File: src/rtl/flag_gen_128bit_if.sv
// flag_gen_128bit_if: ALU result/opcode inputs and registered status flags
interface flag_gen_128bit_if #(parameter int WIDTH = 128);
    logic [2:0]       opsel;
    logic             mode;
    logic             cin;
    logic [WIDTH-1:0] result;
    logic             c_flag;
    logic             z_flag;
    logic             s_flag;
    logic             o_flag;
    modport master (output opsel, mode, cin, result, input c_flag, z_flag, s_flag, o_flag);
    modport slave (input opsel, mode, cin, result, output c_flag, z_flag, s_flag, o_flag);
endinterface

File: src/rtl/flag_gen_128bit.sv
// flag_gen_128bit: registered C/Z/S/O status flags derived from the ALU result
module flag_gen_128bit #(
    parameter int WIDTH = 128
) (
    input logic             clk,
    input logic             rst_n,
    flag_gen_128bit_if.slave bus
);
    logic msb, c_next, o_next;
    always_comb begin
        msb = bus.result[WIDTH-1];
        // arithmetic: ADD/ADDC/INC pass carry, SUB/SUBB/DEC invert it as borrow
        c_next = bus.mode ? (bus.opsel[2] & bus.cin)
               : (bus.opsel == 3'd0 || bus.opsel == 3'd1 || bus.opsel == 3'd4) ? bus.cin
               : (bus.opsel == 3'd2 || bus.opsel == 3'd3 || bus.opsel == 3'd5) ? ~bus.cin
               : 1'b0;
        o_next = bus.mode ? (bus.opsel == 3'd4 && (bus.cin ^ msb))
               : (bus.opsel <= 3'd5 && (bus.cin ^ msb));
    end
    always_ff @(posedge clk or negedge rst_n) begin
        if (!rst_n) begin
            bus.c_flag <= 1'b0;
            bus.z_flag <= 1'b0;
            bus.s_flag <= 1'b0;
            bus.o_flag <= 1'b0;
        end else begin
            bus.c_flag <= c_next;
            bus.z_flag <= ~|bus.result;
            bus.s_flag <= msb;
            bus.o_flag <= o_next;
        end
    end
endmodule

File: src/flat_wrapper.sv
// flat-port wrapper written by rule: the top's interface ports become plain ports
module flag_gen_128bit_flat 
#(
    parameter int WIDTH = 128
)
  (clk, rst_n, bus_opsel, bus_mode, bus_cin, bus_result, bus_c_flag, bus_z_flag, bus_s_flag, bus_o_flag);
  flag_gen_128bit_if #(.WIDTH(WIDTH)) bus_i ();
  input logic clk;
  input logic rst_n;
  input wire logic [$bits(bus_i.opsel)-1:0] bus_opsel;
  input wire logic [$bits(bus_i.mode)-1:0] bus_mode;
  input wire logic [$bits(bus_i.cin)-1:0] bus_cin;
  input wire logic [$bits(bus_i.result)-1:0] bus_result;
  output wire logic [$bits(bus_i.c_flag)-1:0] bus_c_flag;
  output wire logic [$bits(bus_i.z_flag)-1:0] bus_z_flag;
  output wire logic [$bits(bus_i.s_flag)-1:0] bus_s_flag;
  output wire logic [$bits(bus_i.o_flag)-1:0] bus_o_flag;
  assign bus_i.opsel = bus_opsel;
  assign bus_i.mode = bus_mode;
  assign bus_i.cin = bus_cin;
  assign bus_i.result = bus_result;
  assign bus_c_flag = bus_i.c_flag;
  assign bus_z_flag = bus_i.z_flag;
  assign bus_s_flag = bus_i.s_flag;
  assign bus_o_flag = bus_i.o_flag;
  flag_gen_128bit #(.WIDTH(WIDTH)) u_core (.clk(clk), .rst_n(rst_n), .bus(bus_i));
endmodule
File: config.mk
export PLATFORM = sky130hd
export DESIGN_NAME = flag_gen_128bit_flat
export DESIGN_NICKNAME = d
export VERILOG_FILES = /design/src/rtl/flag_gen_128bit_if.sv /design/src/rtl/flag_gen_128bit.sv /design/src/flat_wrapper.sv
export SDC_FILE = /design/constraint.sdc
export NUM_CORES = 1
export LEC_CHECK = 0
export BUFFER_PORTS_ARGS = -buffer_cell sky130_fd_sc_hd__buf_2
export CAP_MARGIN = 10
export CELL_PAD_IN_SITES_DETAIL_PLACEMENT = 0
export CELL_PAD_IN_SITES_GLOBAL_PLACEMENT = 2
export CORE_ASPECT_RATIO = 0.5
export CORE_MARGIN = 2
export CORE_UTILIZATION = 10
export DETAILED_ROUTE_END_ITERATION = 6
export PLACE_DENSITY_LB_ADDON = 0.1
export SYNTH_ARGS = -nofsm -noshare
export SYNTH_HDL_FRONTEND = slang
export SYNTH_SLANG_ARGS = --single-unit
File: constraint.sdc
create_clock -name clk -period 0.8 [get_ports clk]
set_input_delay 0.04 -clock clk [delete_from_list [all_inputs] [get_ports clk]]
set_output_delay 0.04 -clock clk [all_outputs]
set_load 0.01 [all_outputs]
==> impl_metrics.prom <==
# TYPE chip_impl_metric gauge
chip_impl_metric{name="gpl.final_weighted_congestion",unit=""} 0.7332
chip_impl_metric{name="fp.dieW",unit="µm"} 98.12
chip_impl_metric{name="max_freq",unit="MHz"} 955.2
chip_impl_metric{name="cap_viol_max_count",unit=""} 0
chip_impl_metric{name="power_per_cell_area",unit="mW/mm²"} 746.8
chip_impl_info{name="cts_root_buf",value="sky130_fd_sc_hd__clkbuf_8"} 1
chip_impl_metric{name="detail_route.first_pass.iterations",unit=""} 4
chip_impl_metric{name="post_synth_instance_area",unit="µm²"} 442.9
chip_impl_metric{name="timing.final.hold_violations",unit=""} 0
chip_impl_metric{name="ios",unit=""} 139
chip_impl_metric{name="power.leakage",unit="nW"} 0.7390
chip_impl_metric{name="die-area",unit="mm²"} 0.005010
chip_impl_metric{name="timing.final.setup_violations",unit=""} 1
chip_impl_metric{name="htree_num_levels",unit=""} 1
chip_impl_metric{name="cts.reportedPaths.clkPinSlew",unit="ns"} 0.03
chip_impl_metric{name="route.vias.total",unit=""} 1096
chip_impl_metric{name="detail-route-antenna-nets",unit=""} 0
chip_impl_metric{name="final-max-slew-violation-count",unit=""} 0
chip_impl_metric{name="post_layout_nonfiller_instances",unit=""} 257
chip_impl_metric{name="worst_slack_on_hold_paths",unit="ns"} 0.03813
chip_impl_metric{name="netlist_instances",unit=""} 57
chip_impl_metric{name="portBuffers",unit=""} 138
chip_impl_metric{name="tritoncts.num_buffers",unit=""} 3
chip_impl_info{name="violations",value="negative setup slack"} 1
chip_impl_metric{name="worst-endpoint-required",unit="ns"} 0.95
chip_impl_info{name="cts_tree",value="built"} 1
chip_impl_metric{name="area.growth.synth_to_final",unit="%"} 279.4
chip_impl_metric{name="clk_path_buf_depth",unit=""} 2
chip_impl_metric{name="drt_wl_total",unit="µm"} 3035
chip_impl_metric{name="initial_core_util",unit="%"} 10.26
chip_impl_metric{name="avgViaCountPerCell",unit=""} 4.265
chip_impl_metric{name="place.detailed.instances",unit=""} 253
chip_impl_info{name="grt_setup_unrepaired",value="yes"} 1
chip_impl_metric{name="synth_cell_type_count",unit=""} 13
chip_impl_metric{name="initial_antenna_violation_count",unit=""} 0
chip_impl_info{name="status",value="finished with violations"} 1
chip_impl_metric{name="final_layout_size_suffix_gt1_share",unit="%"} 86.50
chip_impl_metric{name="mappedNetlistNets",unit=""} 192
chip_impl_metric{name="worst_supply_voltage_drop_on_vdd",unit="µV"} 326.1
chip_impl_info{name="type_of_the_worst_setup_path",value="in2reg"} 1
chip_impl_metric{name="synth-seq-area-share",unit="%"} 22.60
chip_impl_metric{name="period_needed",unit="ns"} 1.047
chip_impl_info{name="worst_setup_path_end_kind",value="flop"} 1
chip_impl_info{name="timing.hold.worst.class",value="in2reg"} 1
chip_impl_metric{name="layout.nets",unit=""} 337
chip_impl_metric{name="globalRouteTotalUtil",unit="%"} 10.70
chip_impl_metric{name="sequential_cell_area",unit="µm²"} 100.1
chip_impl_metric{name="wire_length_of_the_first_global_routing_pass",unit="µm"} 4271
chip_impl_metric{name="overall_die_height",unit="µm"} 51.06
chip_impl_metric{name="grt_start_max_net_pins",unit=""} 7
chip_impl_metric{name="post_route_fraction_of_the_period_consumed_by_the_critical_path",unit="%"} 130.9
chip_impl_info{name="start_kind",value="input port"} 1
chip_impl_metric{name="final_design_area_no_fill",unit="mm²"} 0.001680
chip_impl_metric{name="ys_ff_latch",unit=""} 4
chip_impl_metric{name="max_slew.worst_pin.slew",unit="ns"} 0.2766
chip_impl_metric{name="final_critical_path_setup_slack",unit="ns"} -0.2469
chip_impl_metric{name="crit_arrival",unit="ns"} 1.19
chip_impl_metric{name="antennaDiodeCount",unit=""} 0
chip_impl_metric{name="overflow",unit=""} 0
chip_impl_metric{name="final_util",unit="%"} 38.92
chip_impl_metric{name="multi_input_combinational_cell_area",unit="µm²"} 690.7
chip_impl_metric{name="cts_setup_buffers",unit=""} 0
chip_impl_metric{name="number_of_drc_violations_after_detailed_routing",unit=""} 0
chip_impl_metric{name="postPlaceCellArea",unit="mm²"} 0.001290
chip_impl_metric{name="max-slew-margin-rel",unit="%"} 81.39
chip_impl_metric{name="worstPathMaxFanout",unit=""} 1
chip_impl_metric{name="num_rows",unit=""} 17
chip_impl_metric{name="clk_sinks",unit=""} 4
chip_impl_metric{name="wl_per_cell",unit="µm"} 11.81
chip_impl_metric{name="first_global_vias",unit=""} 1030
chip_impl_metric{name="postSynthAreaPerCell",unit="µm²"} 7.771
chip_impl_metric{name="coreArea",unit="mm²"} 0.004318
chip_impl_metric{name="nFillCells",unit=""} 468
chip_impl_metric{name="yosys_warnings",unit=""} 0
chip_impl_metric{name="detailedRoute.firstIterationViolations",unit=""} 4
[state kept, by name, summed over array words and instances (netlist names)]
name	flops
u_core.bus.c_flag	1
u_core.bus.o_flag	1
u_core.bus.s_flag	1
u_core.bus.z_flag	1
[cells in the final DEF (no fill, tap or decap), types with 2 or more instances in the layout]
cell type,instances
sky130_fd_sc_hd__clkbuf_8,3
sky130_fd_sc_hd__buf_2,127
sky130_fd_sc_hd__mux2i_1,2
sky130_fd_sc_hd__nor2_1,2
sky130_fd_sc_hd__buf_6,11
sky130_fd_sc_hd__nor4_1,3
sky130_fd_sc_hd__dfrtp_1,4
sky130_fd_sc_hd__nand4_1,8
sky130_fd_sc_hd__nor4_4,19
sky130_fd_sc_hd__nor4_2,10
[logic make-up (layout without fill, tap and decap cells)]
group                  after synthesis  in the layout  synth area share (%)
AND/OR/NAND/NOR                     47             47                 66.10
AO/OA/AOI/OAI                        3              3                 4.802
flip-flops                           4              4                 22.60
multiplexers                         2              2                 4.520
buffers and inverters                0            143                     0
XOR/XNOR                             1              1                 1.978
[stage by stage]
step	worst slack, ns	TNS [ns]	power (mW)
global route	-0.2934	-0.2934	1.340
floorplan	-0.2520	-0.2520	0.2872
finish	-0.2469	-0.2469	1.255
detailed placement	-0.5724	-0.5724	0.6622
global placement	-0.5595	-0.5595	0.6563
CTS	-0.2574	-0.2574	1.167
[critical path, cell delays in order]
cell	delay, ns
sky130_fd_sc_hd__buf_2	0.10
sky130_fd_sc_hd__nor4_2	0.26
sky130_fd_sc_hd__nand4_1	0.15
sky130_fd_sc_hd__or4_4	0.54
sky130_fd_sc_hd__nor2_2	0.09
[Yosys cell counts, drive strengths merged]
cell type | instances | share of area (%)
a221oi | 1 | 2.0
dfrtp | 4 | 23
mux2i | 2 | 4.5
nand2 | 1 | 0.85
nand2b | 1 | 1.4
nand4 | 8 | 11
nor2 | 3 | 2.5
nor4 | 32 | 47
o211ai | 1 | 1.7
o21ai | 1 | 1.1
or4 | 2 | 3.4
xnor2 | 1 | 2.0
[worst paths after layout]
check / start / to / cells after the start
hold / removal: bus_mode / u_core.bus.o_flag / 2
min in group asynchronous: rst_n / u_core.bus.o_flag / 2
max in group asynchronous: rst_n / u_core.bus.s_flag / 2
setup / recovery: bus_result[80] / u_core.bus.z_flag / 5
[routing by layer]
metal | global-route usage [%] | vias to the layer above | wire (µm)
met5 | 0 | - | 0
met4 | 6.019 | 0 | 29
met3 | 2.189 | 4 | 185
met2 | 22.26 | 46 | 1843
met1 | 9.951 | 497 | 976
li1 | - | 549 | -
[final cells by class]
cell class                      count  area share, %
Tap cell                           57          4.244
Clock buffer                        3          2.457
Multi-Input combinational cell     53          41.10
Timing Repair Buffer              140          46.24
Sequential cell                     4          5.957
[power breakdown]
part	leakage, nW	switching, mW	internal (mW)
Clock	0.0216	0.102	0.321
Sequential	0.0513	0.00248	0.215
Combinational	0.666	0.260	0.354
Total	0.739	0.365	0.890
[what timing repair did]
| action | 4_1_cts | 5_1_grt |
|---|---|---|
| cloned | 0 | 0 |
| endpoints found under the setup margin | 1 | 1 |
| pin swaps | 13 | 13 |
| hold buffers | 1 | 0 |
| gates resized for setup | 19 | 29 |
| hold endpoints to repair | 4 | 0 |
(Power assumes the default switching activity.)
